$ cat config.mk
export PLATFORM = sky130hd
export DESIGN_NAME = axi_wr_slave_flat
export DESIGN_NICKNAME = d
export VERILOG_FILES = /design/src/rtl/axi_wr_pkg.sv /design/src/rtl/axi_wr_slave_if.sv /design/src/rtl/axi_burst_addr.sv /design/src/rtl/axi_wr_slave.sv /design/src/flat_wrapper.sv
export SDC_FILE = /design/constraint.sdc
export NUM_CORES = 1
export LEC_CHECK = 0
export BUFFER_PORTS_ARGS = -buffer_cell sky130_fd_sc_hd__clkbuf_2
export CAP_MARGIN = 5
export CORE_UTILIZATION = 52
export CTS_CLUSTER_SIZE = 20
export DETAILED_ROUTE_END_ITERATION = 6
export PLACE_DENSITY = 0.87
export REMOVE_ABC_BUFFERS = 1
export SLEW_MARGIN = 40
export SYNTH_ARGS = -nofsm -noshare
export SYNTH_HDL_FRONTEND = slang
export SYNTH_SLANG_ARGS = --single-unit
$ cat constraint.sdc
create_clock -name clk -period 3.2 [get_ports clk]
set_input_delay 0.48 -clock clk [delete_from_list [all_inputs] [get_ports clk]]
set_output_delay 0.48 -clock clk [all_outputs]
set_load 0.02 [all_outputs]
$ cat src/rtl/axi_wr_pkg.sv
// Shared codes and types for the AXI write slave: burst/response encodings and FSM states.
package axi_wr_pkg;

  typedef enum logic [1:0] {
    BURST_FIXED = 2'b00,
    BURST_INCR  = 2'b01,
    BURST_WRAP  = 2'b10,
    BURST_RSVD  = 2'b11
  } burst_e;

  localparam logic [1:0] RESP_OKAY   = 2'b00;
  localparam logic [1:0] RESP_SLVERR = 2'b10;

  typedef enum logic [1:0] {
    ST_IDLE,
    ST_DATA,
    ST_RESP
  } state_e;

  // WRAP bursts are only legal with 2, 4, 8 or 16 beats.
  function automatic logic wrap_len_ok(input logic [7:0] len);
    return (len == 8'd1) || (len == 8'd3) || (len == 8'd7) || (len == 8'd15);
  endfunction

endpackage

$ cat src/rtl/axi_wr_slave_if.sv
// AXI write channels (AW, W, B) between a master and the write slave.
interface axi_wr_slave_if #(
  parameter int ID_W   = 12,
  parameter int ADDR_W = 32,
  parameter int DATA_W = 64
) ();

  logic [ID_W-1:0]     awid;
  logic [ADDR_W-1:0]   awaddr;
  logic [7:0]          awlen;
  logic [2:0]          awsize;
  logic [1:0]          awburst;
  logic                awvalid;
  logic                awready;
  logic [ID_W-1:0]     wid;
  logic [DATA_W-1:0]   wdata;
  logic [DATA_W/8-1:0] wstrb;
  logic                wlast;
  logic                wvalid;
  logic                wready;
  logic [ID_W-1:0]     bid;
  logic [1:0]          bresp;
  logic                bvalid;
  logic                bready;

  modport slave (
    input  awid, awaddr, awlen, awsize, awburst, awvalid,
    output awready,
    input  wid, wdata, wstrb, wlast, wvalid,
    output wready,
    output bid, bresp, bvalid,
    input  bready
  );

  modport master (
    output awid, awaddr, awlen, awsize, awburst, awvalid,
    input  awready,
    output wid, wdata, wstrb, wlast, wvalid,
    input  wready,
    input  bid, bresp, bvalid,
    output bready
  );

endinterface

$ cat src/rtl/axi_burst_addr.sv
// Next beat address for FIXED / INCR / WRAP bursts; oversize beats step by the full bus width.
module axi_burst_addr
  import axi_wr_pkg::*;
#(
  parameter int ADDR_W = 32,
  parameter int DATA_W = 64
) (
  input  logic [ADDR_W-1:0] addr,
  input  logic [2:0]        size,
  input  logic [7:0]        len,
  input  logic [1:0]        burst,
  output logic [ADDR_W-1:0] next_addr
);

  localparam logic [2:0] MAX_SIZE = 3'($clog2(DATA_W / 8));

  logic [2:0]        eff_size;
  logic [ADDR_W-1:0] step;
  logic [ADDR_W-1:0] incr;
  logic [ADDR_W-1:0] wrap_mask;

  always_comb begin
    eff_size  = (size > MAX_SIZE) ? MAX_SIZE : size;
    step      = ADDR_W'(1) << eff_size;
    incr      = addr + step;
    wrap_mask = ((ADDR_W'(len) + ADDR_W'(1)) << eff_size) - ADDR_W'(1);
    // An illegal WRAP length has no power-of-two window, so it walks like INCR.
    case (burst)
      BURST_FIXED: next_addr = addr;
      BURST_WRAP:  next_addr = wrap_len_ok(len) ? ((addr & ~wrap_mask) | (incr & wrap_mask)) : incr;
      default:     next_addr = incr;
    endcase
  end

endmodule

$ cat src/rtl/axi_wr_slave.sv
// Single-outstanding AXI write slave: accepts one AW, streams its beats to a memory
// write port with one cycle of latency, then returns a B response.
//   state   | meaning
//   IDLE    | waiting for AW, awready high
//   DATA    | accepting W beats until beat count reaches len
//   RESP    | holding B response until bready
module axi_wr_slave
  import axi_wr_pkg::*;
#(
  parameter int ID_W   = 12,
  parameter int ADDR_W = 32,
  parameter int DATA_W = 64
) (
  input  logic                clk,
  input  logic                rst,
  axi_wr_slave_if.slave       s_axi,
  output logic                mem_we,
  output logic [ADDR_W-1:0]   mem_addr,
  output logic [DATA_W-1:0]   mem_wdata,
  output logic [DATA_W/8-1:0] mem_wstrb
);

  localparam logic [2:0] MAX_SIZE = 3'($clog2(DATA_W / 8));

  state_e            state;
  state_e            state_nxt;
  logic [ID_W-1:0]   id_q;
  logic [ADDR_W-1:0] addr_q;
  logic [ADDR_W-1:0] addr_nxt;
  logic [7:0]        len_q;
  logic [7:0]        cnt_q;
  logic [2:0]        size_q;
  logic [1:0]        burst_q;
  logic              err_q;
  logic              aw_hs;
  logic              w_hs;
  logic              last_beat;
  logic              aw_err;
  logic              beat_err;

  assign aw_hs     = s_axi.awvalid & s_axi.awready;
  assign w_hs      = s_axi.wvalid & s_axi.wready;
  assign last_beat = (cnt_q == len_q);
  assign aw_err    = (s_axi.awsize > MAX_SIZE) || (s_axi.awburst == BURST_RSVD) ||
                     ((s_axi.awburst == BURST_WRAP) && !wrap_len_ok(s_axi.awlen));
  assign beat_err  = (s_axi.wid != id_q) || (s_axi.wlast != last_beat);

  axi_burst_addr #(
    .ADDR_W (ADDR_W),
    .DATA_W (DATA_W)
  ) u_burst_addr (
    .addr      (addr_q),
    .size      (size_q),
    .len       (len_q),
    .burst     (burst_q),
    .next_addr (addr_nxt)
  );

  always_ff @(posedge clk) begin
    if (rst) state <= ST_IDLE;
    else     state <= state_nxt;
  end

  // Completion follows the beat count; a misplaced wlast only flags an error.
  always_comb begin
    state_nxt = state;
    case (state)
      ST_IDLE: if (s_axi.awvalid)             state_nxt = ST_DATA;
      ST_DATA: if (s_axi.wvalid && last_beat) state_nxt = ST_RESP;
      ST_RESP: if (s_axi.bready)              state_nxt = ST_IDLE;
      default:                                state_nxt = ST_IDLE;
    endcase
  end

  always_comb begin
    s_axi.awready = (state == ST_IDLE);
    s_axi.wready  = (state == ST_DATA);
    s_axi.bvalid  = (state == ST_RESP);
    s_axi.bid     = (state == ST_RESP) ? id_q : '0;
    s_axi.bresp   = (state == ST_RESP) ? (err_q ? RESP_SLVERR : RESP_OKAY) : RESP_OKAY;
  end

  always_ff @(posedge clk) begin
    if (rst) begin
      id_q      <= '0;
      addr_q    <= '0;
      len_q     <= '0;
      size_q    <= '0;
      burst_q   <= '0;
      cnt_q     <= '0;
      err_q     <= 1'b0;
      mem_we    <= 1'b0;
      mem_addr  <= '0;
      mem_wdata <= '0;
      mem_wstrb <= '0;
    end else begin
      mem_we <= 1'b0;
      if (aw_hs) begin
        id_q    <= s_axi.awid;
        addr_q  <= s_axi.awaddr;
        len_q   <= s_axi.awlen;
        size_q  <= s_axi.awsize;
        burst_q <= s_axi.awburst;
        cnt_q   <= '0;
        err_q   <= aw_err;
      end
      if (w_hs) begin
        mem_we    <= 1'b1;
        mem_addr  <= addr_q;
        mem_wdata <= s_axi.wdata;
        mem_wstrb <= s_axi.wstrb;
        addr_q    <= addr_nxt;
        cnt_q     <= cnt_q + 8'd1;
        err_q     <= err_q | beat_err;
      end
    end
  end

endmodule

$ cat src/flat_wrapper.sv
// flat-port wrapper written by rule: the top's interface ports become plain ports
module axi_wr_slave_flat import axi_wr_pkg::*;
#(
  parameter int ID_W   = 12,
  parameter int ADDR_W = 32,
  parameter int DATA_W = 64
)
  (clk, rst, mem_we, mem_addr, mem_wdata, mem_wstrb, s_axi_awid, s_axi_awaddr, s_axi_awlen, s_axi_awsize, s_axi_awburst, s_axi_awvalid, s_axi_awready, s_axi_wid, s_axi_wdata, s_axi_wstrb, s_axi_wlast, s_axi_wvalid, s_axi_wready, s_axi_bid, s_axi_bresp, s_axi_bvalid, s_axi_bready);
  axi_wr_slave_if #(.ID_W(ID_W), .ADDR_W(ADDR_W), .DATA_W(DATA_W)) s_axi_i ();
  input  logic clk;
  input  logic rst;
  output logic mem_we;
  output logic [ADDR_W-1:0] mem_addr;
  output logic [DATA_W-1:0] mem_wdata;
  output logic [DATA_W/8-1:0] mem_wstrb;
  input wire logic [$bits(s_axi_i.awid)-1:0] s_axi_awid;
  input wire logic [$bits(s_axi_i.awaddr)-1:0] s_axi_awaddr;
  input wire logic [$bits(s_axi_i.awlen)-1:0] s_axi_awlen;
  input wire logic [$bits(s_axi_i.awsize)-1:0] s_axi_awsize;
  input wire logic [$bits(s_axi_i.awburst)-1:0] s_axi_awburst;
  input wire logic [$bits(s_axi_i.awvalid)-1:0] s_axi_awvalid;
  output wire logic [$bits(s_axi_i.awready)-1:0] s_axi_awready;
  input wire logic [$bits(s_axi_i.wid)-1:0] s_axi_wid;
  input wire logic [$bits(s_axi_i.wdata)-1:0] s_axi_wdata;
  input wire logic [$bits(s_axi_i.wstrb)-1:0] s_axi_wstrb;
  input wire logic [$bits(s_axi_i.wlast)-1:0] s_axi_wlast;
  input wire logic [$bits(s_axi_i.wvalid)-1:0] s_axi_wvalid;
  output wire logic [$bits(s_axi_i.wready)-1:0] s_axi_wready;
  output wire logic [$bits(s_axi_i.bid)-1:0] s_axi_bid;
  output wire logic [$bits(s_axi_i.bresp)-1:0] s_axi_bresp;
  output wire logic [$bits(s_axi_i.bvalid)-1:0] s_axi_bvalid;
  input wire logic [$bits(s_axi_i.bready)-1:0] s_axi_bready;
  assign s_axi_i.awid = s_axi_awid;
  assign s_axi_i.awaddr = s_axi_awaddr;
  assign s_axi_i.awlen = s_axi_awlen;
  assign s_axi_i.awsize = s_axi_awsize;
  assign s_axi_i.awburst = s_axi_awburst;
  assign s_axi_i.awvalid = s_axi_awvalid;
  assign s_axi_awready = s_axi_i.awready;
  assign s_axi_i.wid = s_axi_wid;
  assign s_axi_i.wdata = s_axi_wdata;
  assign s_axi_i.wstrb = s_axi_wstrb;
  assign s_axi_i.wlast = s_axi_wlast;
  assign s_axi_i.wvalid = s_axi_wvalid;
  assign s_axi_wready = s_axi_i.wready;
  assign s_axi_bid = s_axi_i.bid;
  assign s_axi_bresp = s_axi_i.bresp;
  assign s_axi_bvalid = s_axi_i.bvalid;
  assign s_axi_i.bready = s_axi_bready;
  axi_wr_slave #(.ID_W(ID_W), .ADDR_W(ADDR_W), .DATA_W(DATA_W)) u_core (.clk(clk), .rst(rst), .s_axi(s_axi_i), .mem_we(mem_we), .mem_addr(mem_addr), .mem_wdata(mem_wdata), .mem_wstrb(mem_wstrb));
endmodule
## Word level (Yosys, flattened, before mapping)

Index checks and enable logic that the tools add are counted.
Widths: inputs -> output; s select.

- $add $sub $neg: 4
- Reductions and logical operators: 17
- Mux-type cells: 17
- $lt $le $gt $ge: 2
- Eq/ne operators: 20
- Shift-type cells: 2
- Bitwise logic cells: 7

Operators by type and width:

| kind | number |
|---|---|
| $mux 32 | 3 |
| $and 32x32->32 | 2 |
| $pmux 32 s2 | 1 |
| $add 32x32->32 | 1 |
| $not 32->32 | 1 |
| $or 32x32->32 | 1 |
| $shl 1x3->32 const A | 1 |
| $shl 9x3->32 | 1 |
| $sub 32x1->32 const B | 1 |
| $eq 8x1->1 const B | 2 |
| $eq 8x2->1 const B | 2 |
| $eq 8x3->1 const B | 2 |
| $eq 8x4->1 const B | 2 |
| $mux 8 | 2 |
| $mux 12 | 1 |
| $ne 12x12->1 | 1 |
| $mux 2 | 5 |
| $add 8x1->9 const B | 1 |
| $logic_or 1x1->1 | 9 |
| $add 8x1->8 const B | 1 |
| $eq 2x2->1 const B | 4 |
| $eq 8x8->1 | 1 |
| $gt 3x2->1 const B | 2 |
| $ne 2x2->1 const B | 3 |
| other kinds (14) | 19 |

- Register bits after elaboration: 173
- Input port bits: 147
- Output and inout bits: 122
- Logic and storage cells: 81

## Longest topological paths before layout

Gate-level depths: netlist of the first run.

- Depth in word-level cells: 10
- Depth in mapped cells: 14
- Mapped depth without buffers: 14

## By module

From an unflattened synthesis of the first run, not the netlist that was laid out.

- Cells, all modules: 1130
- Area total of the unflattened synthesis: 8459.4 µm²

Modules (own cells, without submodules):

| module | sequential area each (µm²) | instances | cells each | area each (µm²) |
|---|---|---|---|---|
| axi_wr_slave | 3463.3 | 1 | 851 | 6642.6 |
| axi_burst_addr | 0.0 | 1 | 279 | 1816.7 |

## Worst setup path before layout of the first run

Ideal clock, no wire load.

- Path type: reg-to-reg
- From: reg u_core.size_q[2]
- To: reg with a tool-made name
- Required time: 3.097 ns
- Cell stages (with the launch flop): 14
- Period minus slack after synthesis: 2.949 ns
- Path buffers: 2
- Arrival time: 2.845 ns
- Setup time: 0.103 ns
- Slack: 0.251 ns
- Cells stage by stage: dfxtp_1 -> buf_6 -> or2_1 -> clkbuf_1 -> nor2_1 -> ha_1 -> a21o_1 -> a21o_1 -> a211oi_1 -> o22ai_2 -> nand4_1 -> nor3_2 -> xnor2_1 -> a2111oi_2

RTL lines:

| element | RTL line | RTL |
|---|---|---|
| start, declared | axi_wr_slave.sv:32 | `logic [2:0] size_q;` |
| start signal, assigned | axi_wr_slave.sv:102 | `size_q <= s_axi.awsize;` |

==> run_results.csv, run 1 <==
group,metric,value,unit
cts,clk_pin_slew,0.08,ns
setup_path,reg2reg_slack,0.18,ns
sta,clock_skew,0.00866,ns
detailed_routing,drt_iter0_drc,751,
logic_synthesis,synth_top_area_cell,"dfxtp_1",
cts,postCtsSetupRepairBufs,0,
layout,final_cell_area,10600,um^2
place,place_ws,0.0576,ns
logic_synthesis,synth_fa_ha_area_share,2.15,%
logic_synthesis,synth_flop_cell,"dfxtp_1",
sta,relSlewSlack,53.4,%
logic_synthesis,synth-simple-area-share,25.2,%
place,dpl_cell_area,10000,um^2
cts,cts_hold_buffers,0,
sta,layout_setup_ws,0.184,ns
setup_path,worstSetupPathType,"flip-flop to flip-flop",
cts,cts.path.max_buffers,2,
detailed_routing,wl_met3,1.88,mm
cts,numClockSinks,173,
detailed_routing,drt-wirelength-per-cell,14.7,um
setup_path,cp-start-kind,"flip-flop",
logic_synthesis,muxShareOfSynthArea,0.603,%
cts,cts_max_level,4,
grt,grt_pass1_vias,7901,
floorplan,num_rows,46,
grt,grt_util_all_layers,27.4,%
logic_synthesis,synth-edff-count,0,
logic_synthesis,seq_area_frac_synth,40.7,%
layout,syn2layout_area_growth,24.9,%
floorplan,design.portCount,269,
logic_synthesis,synth.top_cell.area_share,40.7,%
logic_synthesis,synth_common_cells,"307 x nand2_1, 182 x a21oi_1, 173 x dfxtp_1",
place,gp_congestion,0.932,
detailed_routing,drt-met1-wl,9.71,mm
sta,setup_viol,0,
cts,insertion_delay,0.43,ns
floorplan,die_h,130,um
sta,hold_slack,0.253,ns
cts,clock-root-buffer,"clkbuf_16",
worst_hold_path,holdCritPathClass,"input pin to flip-flop",
setup_path,regToRegStartpoint,"u_core.size_q[2]$_SDFFE_PP0P_",
detailed_routing,top_layer,"met4",
sta,tightest_slew,0.699,ns
detailed_routing,vias,8775,
place,hpwl,16.6,mm
sta,finalCritPeriodShare,94.2,%
logic_synthesis,synth_cell_types,74,
power,p_leak,4.44,nW
logic_synthesis,synth_compound_area_share,22.2,%
logic_synthesis,synth-xor-area-share,3.70,%
floorplan,fp.dieW,130,um
detailed_routing,avgViaCountPerCell,5.51,
logic_synthesis,ys_seq_elements,173,
cts,cts.repair.resized,1,
logic_synthesis,synth.most_common_cell,"nand2_1",
layout,layout-drive-gt1-share,26.2,%
sta,hold_viol_final,0,
grt,grt_max_degree,96,
logic_synthesis,synth_top_family_by_area,"simple AND/OR/NAND/NOR gates",
place,io_buffers,267,
detailed_routing,dr_wl_met2,11.4,mm
layout,fill_cells,1345,
floorplan,initial_utilization,53.4,%
detailed_routing,drc,0,
logic_synthesis,synthCells,1121,
detailed_routing,wl,23.5,mm
setup_path,endpoint_kind,"flip-flop",
floorplan,core-area,15900,um^2
detailed_routing,drtAntennaViolNets,0,
job,drv_cap,0,
layout,fin_nets,1524,
floorplan,dieArea,16900,um^2
cts,cts_tree,"yes",
detailed_routing,firstDrtPassIters,5,
layout,fin_cells,1593,
place,numPlacedInstances,1560,
power,peakVddDrop,0.000388,V
setup_path,crit_path_start,"u_core.size_q[2]$_SDFFE_PP0P_",
grt,overflow,0,
grt,antenna_found_initial,0,
run_status,status,"finished, final reports clean",
logic_synthesis,syn_area_per_cell,7.59,um^2
setup_path,critPathRequiredTime,3.50,ns
logic_synthesis,synthesis.area,8510,um^2
sta,max_freq,0.332,GHz
worst_hold_path,min_from,"s_axi_wdata[60]",
sta,fin_crit,3.02,ns
sta,maxSlewViolCount,0,
sta,rsz0062_at_grt,"no",
cts,cts_buffers,17,
setup_path,critical_path.max_fanout,7,
power,powerDensity,511,nW/um^2
setup_path,critPathArrivalTime,3.31,ns
grt,grt_pass1_wl,36.8,mm
logic_synthesis,ys_warn_count,0,
logic_synthesis,synth_area_leaders,"dfxtp_1 41%, nand2_1 14%, a21oi_1 11%",
logic_synthesis,synthArstFlopShare,0,%
## path summary, 6_finish.rpt
path                                        to  depth (start not counted)
max                                  flip-flop                         13
min          u_core.mem_wdata[60]$_SDFFE_PP0P_                          3
max reg2reg                          flip-flop                         13
min reg2reg   u_core.mem_addr[26]$_SDFFE_PP0P_                          2
## where the power goes
group / internal [W] / switching, W
sequential: 0.00227 / 0.000113
combinational: 0.000395 / 0.000627
clock: 0.00104 / 0.000981
## routing by layer
layer	up-vias	track usage [%]
li1	4358	-
met1	4021	33.3
met2	348	46.1
met3	48	7.71
met4	0	10.4
met5	-	0
## cells in the final DEF (no fill, tap or decap), types with 8 or more instances in the layout
cell type and n:
nand2_1 306, clkbuf_2 266, a21oi_1 181, dfxtp_1 171
nor2_1 53, nand3_1 25, buf_4 25, xnor2_1 24
o21ai_0 23, inv_1 21, and2_1 19, clkbuf_16 17
a211oi_1 14, nand4_1 13, xor2_1 12, ha_1 11
a22oi_1 10, nor3_1 10, o32ai_1 10, a32oi_1 9
or3_1 8
## per-stage QoR
step                      TNS, ns  total power [W]  utilization (%)
final                           0          0.00543             66.7
after floorplan            -64.96          0.00304                -
after global routing            0          0.00568             66.6
after detailed placement        0          0.00343             62.8
after CTS                       0          0.00546             66.4
after global placement          0          0.00341             62.7
## cells by family (layout without fill, tap and decap cells)
logic type	after synthesis	in the layout
simple gates	487	487
compound gates	307	307
flops	173	173
buf+inv	97	348
xor+xnor	36	36
fa+ha+maj	14	14
mux	5	5
other cells	2	7
## critical path, stage by stage (launching register included)
cell and delay [ns]:
dfxtp_2 0.36, or2_2 0.32, nor2_2 0.12, ha_2 0.20
fa_1 0.22, a21o_1 0.13, a21o_1 0.18, a211oi_1 0.10
buf_4 0.15, or3_1 0.43, nor4_4 0.27, nand3_1 0.13
a21oi_1 0.17, o32ai_1 0.09
## cell type report
type | instances | area, um^2 | area share [%]
antenna | 1 | 2.50 | 0.0235
clock buffer | 18 | 429 | 4.04
clock inverter | 14 | 150 | 1.41
inverter | 21 | 78.8 | 0.742
multi-input combinational | 855 | 4650 | 43.7
sequential | 173 | 3470 | 32.6
tap | 216 | 270 | 2.54
timing repair buffer | 295 | 1580 | 14.9
No activity file was read; power rests on OpenSTA's default activity.
==> run 2: changes to the inputs <==
- CORE_UTILIZATION: 52 -> 55
- PLACE_DENSITY: 0.87 -> 0.91
- clock period: 3.2 -> 3.56 ns (I/O delays scaled with it)
==> run 2 against run 1 <==
Combinational power is 11% lower. Critical path depth is 1 lower. Via count is 0.52% higher. Cell count is 2.3% lower. Flip-flop and latch count stayed put. Global-route usage is 1.9 points higher. Sequential power is 10% lower. Total power is 8.3% lower. Register-to-register slack better by 0.05 ns. Non-clock buffer count is 6 lower. Critical path type unchanged. Largest cell class unchanged.
==> run_results.csv, run 2 (synthesis results as in run 1) <==
group,metric,value,unit
run_status,status,"finished, final reports clean",
sta,clock_skew,0.0103,ns
worst_hold_path,min_from,"s_axi_wdata[12]",
floorplan,design.portCount,269,
sta,maxSlewViolCount,0,
sta,layout_setup_ws,0.232,ns
setup_path,cp-start-kind,"flip-flop",
floorplan,core-area,15100,um^2
sta,tightest_slew,0.774,ns
setup_path,regToRegStartpoint,"u_core.size_q[2]$_SDFFE_PP0P_",
floorplan,fp.dieW,126,um
detailed_routing,drt_iter0_drc,628,
cts,cts_tree,"yes",
place,hpwl,16.7,mm
layout,layout-drive-gt1-share,25.4,%
floorplan,num_rows,45,
sta,fin_crit,3.33,ns
power,p_leak,4.40,nW
setup_path,critPathArrivalTime,3.63,ns
cts,clk_pin_slew,0.07,ns
layout,antennaDiodeCount,0,
detailed_routing,vias,8821,
detailed_routing,drtAntennaViolNets,0,
sta,relSlewSlack,48.3,%
sta,max_freq,0.300,GHz
layout,layout_commonest_cell,"nand2_1",
detailed_routing,drc,0,
place,dpl_cell_area,9900,um^2
cts,cts.path.max_buffers,2,
place,io_buffers,267,
grt,grt_util_all_layers,29.3,%
layout,syn2layout_area_growth,23.7,%
setup_path,reg2reg_slack,0.23,ns
cts,clock-root-buffer,"clkbuf_16",
setup_path,worstSetupPathType,"flip-flop to flip-flop",
detailed_routing,avgViaCountPerCell,5.67,
place,gp_congestion,0.921,
setup_path,critical_path.max_fanout,12,
grt,grt_pass1_wl,37.8,mm
cts,cts_buffers,17,
grt,grt_max_degree,85,
floorplan,initial_utilization,56.2,%
layout,final_cell_mix,"306 x nand2_1, 266 x clkbuf_2, 182 x a21oi_1",
grt,grt_pass1_vias,8016,
setup_path,r2r_cells,12,
cts,insertion_delay,0.44,ns
job,drv_cap,0,
power,peakVddDrop,0.000337,V
worst_hold_path,min_to,"u_core.mem_wdata[12]$_SDFFE_PP0P_",
grt,overflow,0,
cts,numClockSinks,173,
place,place_ws,0.212,ns
sta,finalCritPeriodShare,93.5,%
detailed_routing,drt-wirelength-per-cell,15.3,um
layout,final_util,69.5,%
floorplan,dieArea,16000,um^2
cts,postCtsSetupRepairBufs,0,
worst_hold_path,hold-path-cell-count,3,
detailed_routing,firstDrtPassIters,5,
setup_path,critPathRequiredTime,3.86,ns
power,powerDensity,473,nW/um^2
sta,setup_viol,0,
layout,fin_nets,1518,
worst_hold_path,holdCritPathClass,"input pin to flip-flop",
cts,cts_max_level,4,
grt,antenna_found_initial,0,
sta,rsz0062_at_grt,"no",
layout,final_cell_area,10500,um^2
sta,hold_slack,0.308,ns
floorplan,die_h,126,um
detailed_routing,wl,23.9,mm
setup_path,endpoint_kind,"flip-flop",
sta,hold_viol_final,0,
run 2: final cells by class:
cell class                 instances  area (um^2)
tap                              188          235
sequential                       173         3460
fill                            1264         4620
timing repair buffer             289         1510
multi-input combinational        855         4630
clock inverter                    13          174
inverter                          21         78.8
clock buffer                      18          439
run 2: per-layer routing:
metal | global-route usage [%] | part of all wire, %
met2 | 50.3 | 48
met3 | 6.79 | 7.0
met5 | 0 | 0
met4 | 12.8 | 2.8
met1 | 34.9 | 42
run 2: timing repair:
action / CTS / global route
setup endpoints to repair: 0 / 3
hold buffers: 0 / 0
gates resized for setup: 0 / 3
run 2: per-stage QoR:
stage | std cells | total power [W] | setup TNS [ns]
6_report | 1557 | 0.00498 | 0
5_1_grt | 1557 | 0.00518 | 0
4_1_cts | 1557 | 0.00498 | 0
3_5_place_dp | 1526 | 0.00307 | 0
3_3_place_gp | 1526 | 0.00304 | 0
2_1_floorplan | 1049 | 0.00273 | -30.74
run 2: worst max-delay path: stages, from the launching register on:
cell and delay (ns):
dfxtp_1 0.53, or2_2 0.26, nor2_1 0.09, ha_1 0.22
fa_1 0.41, a21o_1 0.20, a21o_1 0.21, a211oi_1 0.43
or3_1 0.26, nor4_2 0.08, and3_1 0.18, a32oi_1 0.21
o32ai_1 0.11
run 2: how the worst max path moves through the flow:
stage,from,endpoint,slack (ns),cells past startpoint
final,u_core.size_q[2]$_SDFFE_PP0P_,flip-flop,0.23,12
after global routing,u_core.len_q[1]$_SDFFE_PP0P_,flip-flop,0.003,13
after CTS,u_core.size_q[2]$_SDFFE_PP0P_,flip-flop,0.14,11
after detailed placement,u_core.size_q[2]$_SDFFE_PP0P_,flip-flop,0.21,11
after global placement,u_core.size_q[2]$_SDFFE_PP0P_,flip-flop,0.38,12
after floorplan,u_core.state[0]$_SDFFE_PP0P_,flip-flop,-1.15,6
run 2: where the power goes:
group / internal [W] / switching [W]
logic: 0.000343 / 0.000565
clock network: 0.00108 / 0.000852
registers: 0.00204 / 0.0000998
total: 0.00347 / 0.00152
==> run 3: changes to the inputs <==
- ABC_AREA: default -> 1
- CORE_UTILIZATION: 55 -> 47
- PLACE_DENSITY: 0.91 -> 0.83
- clock period: 3.56 -> 2.8 ns (I/O delays scaled with it)
==> run 3 against run 2 <==
The flow now finishes with violations (DRC). Critical path depth increased by 6. Critical path type unchanged. Sequential power increased by 29%. Final area increased by 5.4%. Wire length increased by 7.7%. Largest cell class unchanged. Area after synthesis increased by 3.1%. Hold slack got worse by 0.11 ns. Largest power group unchanged. Sequential share of layout area decreased by 1.6 points.
==> run_results.csv, run 3 <==
group,metric,value,unit
detailed_routing,avgViaCountPerCell,5.30,
sta,finalCritPeriodShare,94.7,%
logic_synthesis,synth_common_cells,"333 x nand2_1, 180 x a21oi_1, 173 x dfxtp_1",
layout,ff_latch_area,3470,um^2
logic_synthesis,synthCells,1250,
cts,numClockSinks,173,
sta,hold_slack,0.198,ns
logic_synthesis,ys_seq_elements,173,
worst_hold_path,min_to,"u_core.mem_wdata[43]$_SDFFE_PP0P_",
run_status,status,"finished, violations left",
layout,fill_cells,1659,
setup_path,cp-start-kind,"flip-flop",
sta,relSlewSlack,52.7,%
sta,rsz0062_at_grt,"yes",
place,place_ws,-0.00610,ns
layout,final_cell_mix,"329 x nand2_1, 266 x clkbuf_2, 179 x a21oi_1",
grt,grt_util_all_layers,26.9,%
worst_hold_path,holdCritPathClass,"input pin to flip-flop",
setup_path,regToRegStartpoint,"u_core.size_q[2]$_SDFFE_PP0P_",
logic_synthesis,syn_area_per_cell,7.02,um^2
layout,final_cell_area,11100,um^2
worst_hold_path,hold-path-cell-count,3,
sta,fin_crit,2.65,ns
grt,grt_pass1_wl,42.0,mm
sta,hold_viol_final,0,
grt,antenna_found_initial,1,
cts,clk_pin_slew,0.08,ns
logic_synthesis,synth_area_leaders,"dfxtp_1 39%, nand2_1 14%, a21oi_1 10%",
detailed_routing,drc,12,
cts,cts.path.max_buffers,2,
floorplan,die_h,139,um
detailed_routing,wl,25.7,mm
setup_path,worstSetupPathType,"flip-flop to flip-flop",
run_status,violations,"DRC",
grt,grt_pass1_vias,8543,
floorplan,core-area,18100,um^2
logic_synthesis,synth_flop_cell,"dfxtp_1",
power,peakVddDrop,0.000430,V
layout,antennaDiodeCount,0,
logic_synthesis,synthesis.area,8770,um^2
logic_synthesis,synth.most_common_cell,"nand2_1",
layout,syn2layout_area_growth,26.5,%
sta,max_freq,0.377,GHz
sta,setup_viol,0,
logic_synthesis,synth-edff-count,0,
power,p_leak,4.87,nW
logic_synthesis,synth.top_cell.area_share,39.5,%
cts,cts_tree,"yes",
floorplan,initial_utilization,48.4,%
grt,grt_max_degree,58,
cts,clock-root-buffer,"clkbuf_16",
place,gp_congestion,0.932,
worst_hold_path,min_from,"s_axi_wdata[43]",
logic_synthesis,synth_top_area_cell,"dfxtp_1",
layout,fin_nets,1666,
sta,maxSlewViolCount,0,
detailed_routing,vias,9252,
cts,cts_max_level,4,
floorplan,num_rows,49,
setup_path,r2r_cells,18,
job,drv_cap,0,
place,hpwl,18.4,mm
setup_path,reg2reg_slack,0.15,ns
power,powerDensity,600,nW/um^2
sta,tightest_slew,0.708,ns
cts,cts_hold_buffers,0,
layout,layout_commonest_cell,"nand2_1",
floorplan,fp.dieW,139,um
cts,insertion_delay,0.43,ns
setup_path,critPathRequiredTime,3.12,ns
place,io_buffers,267,
setup_path,endpoint_kind,"flip-flop",
place,numPlacedInstances,1705,
setup_path,critical_path.max_fanout,4,
floorplan,design.portCount,269,
floorplan,dieArea,19200,um^2
cts,cts_buffers,17,
logic_synthesis,seq_area_frac_synth,39.5,%
place,dpl_cell_area,10300,um^2
grt,overflow,0,
setup_path,critPathArrivalTime,2.97,ns
logic_synthesis,synthArstFlopShare,0,%
layout,multi_input_area,4760,um^2
sta,layout_setup_ws,0.147,ns
detailed_routing,drt_iter0_drc,579,
logic_synthesis,synth_cell_types,51,
detailed_routing,firstDrtPassIters,7,
detailed_routing,drtAntennaViolNets,0,
sta,clock_skew,0.00776,ns
detailed_routing,drt-wirelength-per-cell,14.7,um
logic_synthesis,ys_warn_count,0,
layout,layout-drive-gt1-share,28.5,%
layout,fin_cells,1747,
==> run 3: cell types whose count changed after synthesis, moves of 18 or more <==
cell | previous run | this run
inv_1 | 21 | 90
a21oi_2 | 2 | 25
o21ai_0 | 23 | 83
and2_1 | 20 | 1
nor2_1 | 55 | 74
nand3_1 | 25 | 51
nand2_1 | 307 | 333
xnor2_1 | 24 | 6
==> run 3: critical path, cell delays in order (launching register included) <==
cell and delay, ns:
dfxtp_2 0.36, nor2_2 0.13, inv_2 0.07, nor2_2 0.11, ha_2 0.22, fa_2 0.21
nand3_1 0.10, nand2_2 0.11, nand4_1 0.15, nand2_1 0.14, nand2_2 0.10, nor2_4 0.16
inv_1 0.08, nor2_2 0.13, nand2_1 0.11, nand2_1 0.08, nand2_1 0.08, o21ai_2 0.14
a21oi_2 0.04
==> run 3: how the worst max path moves through the flow <==
stage                                        startpoint        end  slack (ns)  cells past startpoint
after floorplan            u_core.state[0]$_SDFFE_PP0P_  flip-flop       -3.76                      7
after global placement    u_core.size_q[2]$_SDFFE_PP0P_  flip-flop        0.13                     18
after detailed placement   u_core.len_q[1]$_SDFFE_PP0P_  flip-flop      -0.006                     17
after CTS                 u_core.size_q[2]$_SDFFE_PP0P_  flip-flop       -0.03                     17
after global routing       u_core.len_q[1]$_SDFFE_PP0P_  flip-flop       -0.02                     17
final                     u_core.size_q[2]$_SDFFE_PP0P_  flip-flop        0.15                     18
==> run 3: stage by stage <==
stage	setup TNS, ns	power, W	util [%]
final	0	0.00666	61.2
after global routing	-0.0296	0.00699	61.2
after CTS	-0.0669	0.00663	60.3
after detailed placement	-0.00610	0.00416	56.8
after global placement	0	0.00413	56.8
after floorplan	-437.23	0.00369	-
==> run 3: timing repair <==
item	in CTS	in global routing
pin swaps	0	10
setup endpoints to repair	3	9
buffers inserted	0	9
resized for setup	3	27
gates cloned	0	1
==> run 3: power breakdown <==
part           internal, W  switching (W)  total [W]
clock              0.00129        0.00117    0.00246
combinational     0.000509       0.000919    0.00143
sequential         0.00263       0.000141    0.00277
==> run 3: cell type report <==
cell class / instances / area share (%)
sequential: 173 / 31.3
clock inverter: 15 / 1.83
clock buffer: 17 / 3.83
timing repair buffer: 295 / 14.3
multi-input combinational: 922 / 42.9
tap: 229 / 2.58
inverter: 96 / 3.30
==> run 3: routing by layer <==
layer | routed length (um) | vias up | track usage (%) | part of all wire [%]
met1 | 10900 | 4168 | 32.6 | 43
met3 | 1780 | 38 | 6.08 | 6.9
met5 | 17 | - | 0 | 0.066
met4 | 495 | 2 | 9.77 | 1.9
met2 | 12500 | 387 | 46.6 | 49
li1 | - | 4657 | - | -
==> run 3: logic make-up (layout without fill, tap and decap cells) <==
group           count (synthesis)  count (layout)  share of synthesized area (%)
other cells                     2               6                         0.0856
xor+xnor                       20              20                           2.00
compound gates                332             332                           21.1
fa+ha+maj                      14              14                           2.08
mux                             2               2                          0.228
flops                         173             173                           39.5
buf+inv                       160             423                           7.49
simple gates                  547             548                           27.6
